[src/rtl/store_commit_buffer.sv]
// Store commit buffer: FIFO of retired, lane-formatted stores drained to data memory.
// Optional store-to-load forwarding outputs are enabled with `define STORE_FWD_EN.
module store_commit_buffer #(
    parameter  int DEPTH = 4,
    localparam int PTR_W = $clog2(DEPTH)
) (
    input  logic        clk,
    input  logic        reset_n,
    input  logic        store_wb,
    input  logic [31:0] st_addr,
    input  logic [31:0] st_data,
    input  logic        st_sh,
    output logic        full,
    output logic        empty,
    output logic        mem_req,
    output logic [31:0] mem_addr,
    output logic [31:0] mem_wdata,
    output logic [3:0]  mem_be,
    input  logic        mem_ready,
    input  logic        ld_valid,
    input  logic [31:0] ld_addr,
    output logic        ld_conflict,
    output logic        err_misaligned,
`ifdef STORE_FWD_EN
    input  logic [1:0]  ld_size,
    output logic        fwd_hit,
    output logic [31:0] fwd_data,
    output logic [3:0]  fwd_be,
`endif
    output logic        overflow
);

    typedef struct packed {
        logic [29:0] waddr;
        logic [31:0] data;
        logic [3:0]  be;
    } entry_t;

    entry_t             ent_q [DEPTH];
    logic [DEPTH-1:0]   vld_q;
    logic [PTR_W-1:0]   w_ptr_q, w_ptr_d, r_ptr_q, r_ptr_d;
    logic [PTR_W:0]     cnt_q, cnt_d;
    logic               ovf_q, ovf_d, err_q, err_d;

    logic        aligned;
    logic [3:0]  fmt_be;
    logic [31:0] fmt_data;
    logic        push, pop;

    // Lane formatting happens on the way in, so the drain side is a plain mux.
    always_comb begin
        aligned  = 1'b0;
        fmt_be   = 4'b0000;
        fmt_data = 32'h0;
        if (!st_sh) begin
            aligned  = (st_addr[1:0] == 2'b00);
            fmt_be   = 4'b1111;
            fmt_data = st_data;
        end else begin
            case (st_addr[1:0])
                2'b00: begin
                    aligned  = 1'b1;
                    fmt_be   = 4'b0011;
                    fmt_data = {16'h0, st_data[15:0]};
                end
                2'b10: begin
                    aligned  = 1'b1;
                    fmt_be   = 4'b1100;
                    fmt_data = {st_data[15:0], 16'h0};
                end
                default: ;
            endcase
        end
    end

    assign full    = (cnt_q == (PTR_W+1)'(DEPTH));
    assign empty   = (cnt_q == '0);
    assign mem_req = !empty;
    assign pop     = mem_req && mem_ready;
    assign push    = store_wb && aligned && (!full || pop);

    always_comb begin
        w_ptr_d = push ? w_ptr_q + PTR_W'(1) : w_ptr_q;
        r_ptr_d = pop  ? r_ptr_q + PTR_W'(1) : r_ptr_q;
        cnt_d   = cnt_q;
        case ({push, pop})
            2'b10:   cnt_d = cnt_q + (PTR_W+1)'(1);
            2'b01:   cnt_d = cnt_q - (PTR_W+1)'(1);
            default: ;
        endcase
        ovf_d = ovf_q || (store_wb && aligned && full && !pop);
        err_d = store_wb && !aligned;
    end

    always_ff @(posedge clk or negedge reset_n) begin
        if (!reset_n) begin
            for (int i = 0; i < DEPTH; i++) ent_q[i] <= '0;
            vld_q   <= '0;
            w_ptr_q <= '0;
            r_ptr_q <= '0;
            cnt_q   <= '0;
            ovf_q   <= 1'b0;
            err_q   <= 1'b0;
        end else begin
            // Pop before push: when full with push+pop, w_ptr == r_ptr and the new entry must stay valid.
            if (pop) vld_q[r_ptr_q] <= 1'b0;
            if (push) begin
                ent_q[w_ptr_q] <= '{waddr: st_addr[31:2], data: fmt_data, be: fmt_be};
                vld_q[w_ptr_q] <= 1'b1;
            end
            w_ptr_q <= w_ptr_d;
            r_ptr_q <= r_ptr_d;
            cnt_q   <= cnt_d;
            ovf_q   <= ovf_d;
            err_q   <= err_d;
        end
    end

    assign mem_addr       = mem_req ? {ent_q[r_ptr_q].waddr, 2'b00} : 32'h0;
    assign mem_wdata      = mem_req ? ent_q[r_ptr_q].data : 32'h0;
    assign mem_be         = mem_req ? ent_q[r_ptr_q].be : 4'b0000;
    assign overflow       = ovf_q;
    assign err_misaligned = err_q;

`ifdef STORE_FWD_EN
    logic             match;
    logic [PTR_W-1:0] idx;
    logic [3:0]       need;

    // Walk oldest to youngest so the last match seen is the youngest.
    always_comb begin
        match    = 1'b0;
        fwd_data = 32'h0;
        fwd_be   = 4'b0000;
        idx      = r_ptr_q;
        for (int k = 0; k < DEPTH; k++) begin
            idx = r_ptr_q + PTR_W'(k);
            if (vld_q[idx] && ent_q[idx].waddr == ld_addr[31:2]) begin
                match    = ld_valid;
                fwd_data = ent_q[idx].data;
                fwd_be   = ent_q[idx].be;
            end
        end
        case (ld_size)
            2'b00:   need = 4'b0001 << ld_addr[1:0];
            2'b01:   need = 4'b0011 << {ld_addr[1], 1'b0};
            default: need = 4'b1111;
        endcase
        fwd_hit     = match && ((fwd_be & need) == need);
        ld_conflict = match && !fwd_hit;
    end
`else
    logic unused_ld_lo;
    assign unused_ld_lo = ^ld_addr[1:0];

    always_comb begin
        ld_conflict = 1'b0;
        for (int i = 0; i < DEPTH; i++)
            if (vld_q[i] && ent_q[i].waddr == ld_addr[31:2]) ld_conflict = ld_valid;
    end
`endif

endmodule
[config.mk]
export PLATFORM = sky130hd
export DESIGN_NAME = store_commit_buffer
export DESIGN_NICKNAME = d
export VERILOG_FILES = /design/src/rtl/store_commit_buffer.sv
export SDC_FILE = /design/constraint.sdc
export NUM_CORES = 1
export LEC_CHECK = 0
export BUFFER_PORTS_ARGS = -buffer_cell sky130_fd_sc_hd__buf_4
export CORE_MARGIN = 5
export CORE_UTILIZATION = 63
export DETAILED_ROUTE_END_ITERATION = 7
export PLACE_DENSITY = 0.91
export SLEW_MARGIN = 10
export SYNTH_ARGS = -nofsm -noshare
export SYNTH_HDL_FRONTEND = slang
export SYNTH_SLANG_ARGS = --single-unit
[constraint.sdc]
create_clock -name clk -period 5.7 [get_ports clk]
set_clock_uncertainty 0.1 [all_clocks]
set_input_delay 0.57 -clock clk [delete_from_list [all_inputs] [get_ports clk]]
set_output_delay 0.57 -clock clk [all_outputs]
set_load 0.1 [all_outputs]
==> results by group, run 1 <==
Setup path
  – Depth of the worst register-to-register path: 9
  – Worst R2R End: cnt_q[2]
  – Critical Path RT: 5030 ps
  – Crit path buffers/inverters: 2
  – Crit path cell chain: buf_4 -> mux4_2 -> and2_1 -> buf_4
  – Slowest Stage Delay on Critical Path: 960 ps
  – CP endpoint kind: output port
  – FF-to-FF Start: cnt_q[0]
  – Reg2reg setup slack: 2720 ps
  – Critical Setup Path Class: reg2out
  – Critical path startpoint category: register
  – Cell family with most CP delay: flip-flops
  – Max FO, Critical Path: 39
  – Slowest-stage cell, CP: dfrtp_4
  – Crit path top cell by count: buf_4
  – Data arrival time of the critical path: 3000 ps

Timing
  – Final Hold Viols: 0
  – Hold WS: 188 ps
  – Setup TNS Final: 0 ps
  – Final Max Slew Viols: 0
  – FMAX: 0.273 GHz
  – Minimum clock period: 3670 ps
  – Tcrit/Tclk final: 0.643
  – Worst Tran Pin Value: 1160 ps
  – Unrepaired setup endpoints after global routing: no
  – Post-route setup slack: 2030 ps
  – Setup violations, final: 0
  – Worst slew margin: 0.224

GRT
  – Vias in the first global route: 10100
  – Maximum number of pins on one net before global-route repair: 98
  – Tot GR Track Use: 0.289
  – Global-route wire length before repair: 55700 um
  – Initial antenna violation count: 2
  – Gr ovfl total: 0

Layout
  – Layout cells sized above 1: 0.396
  – NumNets Final: 1324
  – Commonest non-fill, non-tap cells in the layout: dfrtp_1, mux2_2, buf_4, nand2_1, xnor2_1
  – Area Overhead vs Synth: 16.2%
  – Most common cell after layout, fill and taps aside: dfrtp_1

Routing
  – Via count: 9359
  – ANT nets after route: 0
  – First drt pass iteration count: 4
  – Vias per cell: 6.18
  – DRT iter0 DRCs: 653
  – DRC Markers: 0
  – Drt total wl: 35500 um
  – Wire per inst: 23.5 um

Die
  – Core area: 0.0217 mm^2
  – Chip Height: 158 um
  – Die W: 158 um
  – Starting Density: 0.636
  – Die Footprint: 0.0250 mm^2
  – Num ports: 176
  – Row Count: 54

Placement
  – Post-DP HPWL: 23200 um
  – GPL Wtd Cong: 0.963
  – Dpl ws: 2400 ps
  – PortBufs: 171

Hold path
  – Worst Hold End: overflow
  – Worst hold path type: in2reg
  – Hold depth: 2
  – Worst hold start: store_wb

Clock tree
  – CTS sink cnt: 269
  – CTS tree: yes
  – Post-cts resize count: 0
  – TritonCTS Buffers: 29
  – Clock root buffer: clkbuf_16
  – Bufs on Longest Clock Path: 3
  – H-Tree Level Count: 1
  – Worst-Skew Late Latency: 540 ps
  – Clk pin slew, worst setup/hold paths: 60 ps

Logic synthesis
  – Mapped Area: 0.0138 mm^2
  – Post-synthesis sequential area ratio: 0.488
  – Netlist cell types: 30
  – Synth top area share: 0.488
  – Dominant cell type by area after synthesis: dfrtp_1
  – Top post-synthesis cells by area: dfrtp_1, mux2_2, mux4_2, xnor2_1, and2_1
  – FF+latch count, synth: 269
  – Syn. warnings: 0
  – Syn avg cell area: 12.8 um^2
  – Number of enable flip-flop cells after synthesis: 0
  – Post-Syn Instances: 1081
  – Post-synthesis async set-or-reset flop share: 1.00
  – Top FF cell, synth: dfrtp_1

Run
  – # Max-Cap Violations: 0

Run status
  – Status: complete, no violations
through the flow:
| step | area (um^2) | utilization | instances |
|---|---|---|---|
| 2_1_floorplan | 13800 | - | 1082 |
| 3_3_place_gp | 15000 | 0.693 | 1460 |
| 3_5_place_dp | 15000 | 0.693 | 1460 |
| 4_1_cts | 16000 | 0.739 | 1513 |
| 5_1_grt | 16000 | 0.739 | 1515 |
| 6_report | 16000 | 0.739 | 1515 |
state kept, by name (all words and copies together) (netlist names):
register        count
overflow            1
vld_q               4
w_ptr_q             2
r_ptr_q             2
cnt_q               3
err_misaligned      1
ent_q             256
routing by layer:
layer | routed length, um | vias to the layer above | GRT usage
met1 | 13700 | 4769 | 0.388
li1 | - | 4053 | -
met2 | 17800 | 449 | 0.485
met3 | 2960 | 88 | 0.0484
met5 | 0 | - | 0
met4 | 1160 | 0 | 0.0955
worst max path at each step:
stage,cells after the start,startpoint,to,slack (ps)
5_1_grt,4,r_ptr_q[0],mem_wdata[22],1870
4_1_cts,4,r_ptr_q[0],mem_wdata[22],1990
6_report,4,r_ptr_q[0],mem_wdata[22],2030
3_5_place_dp,5,st_sh,ent_q[47],2400
3_3_place_gp,5,st_sh,ent_q[60],2470
2_1_floorplan,6,ld_addr[9],ld_conflict,1970
timing repair:
action / CTS / global route
hold endpoints to repair: 5 / 0
buffers inserted: 0 / 0
hold buffers: 1 / 0
kinds of logic (layout without fill, tap and decap cells):
kind of cell / Yosys count / in the layout / share of synthesized area
DFF: 269 / 269 / 0.488
xor gates and xnor gates: 125 / 125 / 0.0794
AOI/OAI and AO/OA: 78 / 78 / 0.0288
other: 1 / 4 / 0.000272
buffers and inverters: 96 / 247 / 0.0405
adders and majority gates: 10 / 10 / 0.00962
muxes: 265 / 265 / 0.267
and+or+nand+nor: 237 / 237 / 0.0864
Yosys cell counts (8+ instances only):
cell,number
ha_1,9
nand4_1,24
nand2_1,106
buf_6,21
inv_1,13
mux2i_1,17
and2_1,65
o21ai_0,74
dfrtp_1,269
xor2_1,46
clkbuf_1,38
buf_4,8
nor2_1,21
mux4_2,64
xnor2_1,79
buf_2,8
nor4_1,16
buf_1,8
mux2_2,184
area by class of cell:
cell class              count  area [um^2]
repair buffers            182         1380
well taps                 280          350
fillers                  1367         5660
clock buffers              40          837
clock inverters            12          135
inverters                  13         48.8
diodes                      2         5.00
flip-flops and latches    269         6740
multi-input cells         717         6540
Power of run 1 is not shown: default switching activity piles up to over one toggle a cycle in this logic, so the estimate is an artifact.
==> run 2: changes to the inputs <==
CORE_UTILIZATION = 53   (was 63)
PLACE_DENSITY = 0.82   (was 0.91)
clock period = 3 ns   (was 5.7 ns; I/O delays follow)
==> run 2 against run 1 <==
  * Die area increased by 18%
  * Utilization down 8.7 points
  * First-iteration DRC count up 35%
  * Critical path depth rose by 2
  * Count of clock-buffer cells in the layout is 4 higher
  * Routed wire length is 1.5% higher
  * Hold slack got worse by 160 ps
  * Sequential cell count unchanged
  * Via count up 1.0%
  * Final cell count rose by 7.7%
  * Non-clock buffer count up 61
  * Highest routed layer unchanged
==> results by group, run 2 (synthesis gave the netlist of run 1 again) <==
Setup path
  – Crit path cell chain: xnor2_1 -> nand4_1 -> nor4_1 -> nand4_1 -> a41oi_2 -> buf_4
  – Cell family with most CP delay: simple AND/OR/NAND/NOR gates
  – CP endpoint kind: output port
  – Max FO, Critical Path: 3
  – Critical Path RT: 2600 ps
  – Worst R2R End: cnt_q[2]
  – Reg2reg setup slack: 500 ps
  – Crit path top cell by count: nand4_1
  – Slowest Stage Delay on Critical Path: 410 ps
  – Depth of the worst register-to-register path: 8
  – Slowest-stage cell, CP: dfrtp_1
  – Crit path buffers/inverters: 1
  – Critical Setup Path Class: reg2out
  – FF-to-FF Start: cnt_q[0]
  – Data arrival time of the critical path: 2510 ps
  – Critical path startpoint category: register

Layout
  – Regs by FF count: ent_q (256), vld_q (4), cnt_q (3)
  – Max reg flops: 256
  – Commonest non-fill, non-tap cells in the layout: dfrtp_1, mux2_2, buf_4, nand2_1, xnor2_1
  – Area Overhead vs Synth: 22.1%
  – ANT cells: 0
  – Post-route cell area: 0.0168 mm^2
  – Layout cells sized above 1: 0.392
  – Most common cell after layout, fill and taps aside: dfrtp_1
  – NumNets Final: 1386
  – Largest Register: ent_q
  – Fin cells: 1631

Die
  – Starting Density: 0.534
  – Chip Height: 171 um
  – Die W: 171 um
  – Die Footprint: 0.0294 mm^2
  – Row Count: 59
  – Core area: 0.0258 mm^2
  – Num ports: 176

Clock tree
  – TritonCTS Buffers: 30
  – H-Tree Level Count: 1
  – Clock root buffer: clkbuf_16
  – Clk pin slew, worst setup/hold paths: 60 ps
  – CTS tree: yes
  – CTS sink cnt: 269
  – Bufs on Longest Clock Path: 3
  – Worst-Skew Late Latency: 550 ps

Routing
  – Via count: 9453
  – DRT iter0 DRCs: 880
  – Wire per inst: 22.1 um
  – ANT nets after route: 0
  – Vias per cell: 5.80
  – DRC Markers: 0
  – Drt total wl: 36100 um
  – First drt pass iteration count: 4

Hold path
  – Worst hold path type: in2reg
  – Worst Hold End: ent_q[9]
  – Hold depth: 3
  – Worst hold start: st_data[5]

Placement
  – Post-DP HPWL: 24200 um
  – GPL Wtd Cong: 0.928
  – Placed cells: 1530
  – PortBufs: 171
  – Dpl cell area: 0.0154 mm^2

Timing
  – Worst slew margin: 0.474
  – Worst Tran Pin Value: 782 ps
  – Tcrit/Tclk final: 0.970
  – FMAX: 0.344 GHz
  – Final Hold Viols: 0
  – Final Max Slew Viols: 0
  – Minimum clock period: 2910 ps
  – Setup violations, final: 0
  – Hold WS: 25.7 ps

GRT
  – Maximum number of pins on one net before global-route repair: 77
  – Tot GR Track Use: 0.246
  – Vias in the first global route: 10000
  – Gr ovfl total: 0
  – Initial antenna violation count: 0
  – Global-route wire length before repair: 56200 um

Run status
  – Status: complete, no violations

Run
  – # Max-Cap Violations: 0
-- run 2: worst max path at each step --
stage,from,end,slack [ps],cells past startpoint
after global routing,ent_q[115],ld_conflict,-20,6
after CTS,ent_q[196],ld_conflict,30,6
after global placement,st_addr[1],ent_q[29],510,6
after floorplan,cnt_q[0],mem_wdata[23],200,3
after detailed placement,st_addr[1],ent_q[25],470,6
final,ent_q[179],ld_conflict,90,6
-- run 2: routing by layer --
layer  vias to the layer above  track usage  part of all wire
met5                         -            0                 0
met4                         0       0.0768             0.033
met2                       416        0.416              0.50
met1                      4793        0.331              0.40
li1                       4160            -                 -
met3                        84       0.0363             0.074
-- run 2: cell type report --
| cell class | instances | area (um^2) |
|---|---|---|
| Clock inverter | 10 | 81.3 |
| Timing Repair Buffer | 243 | 2120 |
| Tap cell | 335 | 419 |
| Inverter | 13 | 48.8 |
| Sequential cell | 269 | 6740 |
| Clock buffer | 44 | 875 |
| Fill cell | 1893 | 8990 |
| Multi-Input combinational cell | 717 | 6570 |
-- run 2: repair_timing --
item	4_1_cts	5_1_grt
hold buffers	44	0
buffers inserted	0	3
resized for setup	0	3
setup endpoints to repair	0	3
hold endpoints to repair	220	0
-- run 2: tightest hold or removal path: stages --
cell     delay [ps]
buf_4           130
nand2_1         120
o21ai_0          90
-- run 2: through the flow --
step	setup slack (ps)	TNS, ps	utilization
final	91.0	0	0.652
after global routing	-21.3	-21.3	0.652
after CTS	29.1	0	0.650
after detailed placement	470	0	0.596
after global placement	513	0	0.596
after floorplan	203	0	-
Power of run 2 is left out for the same reason.
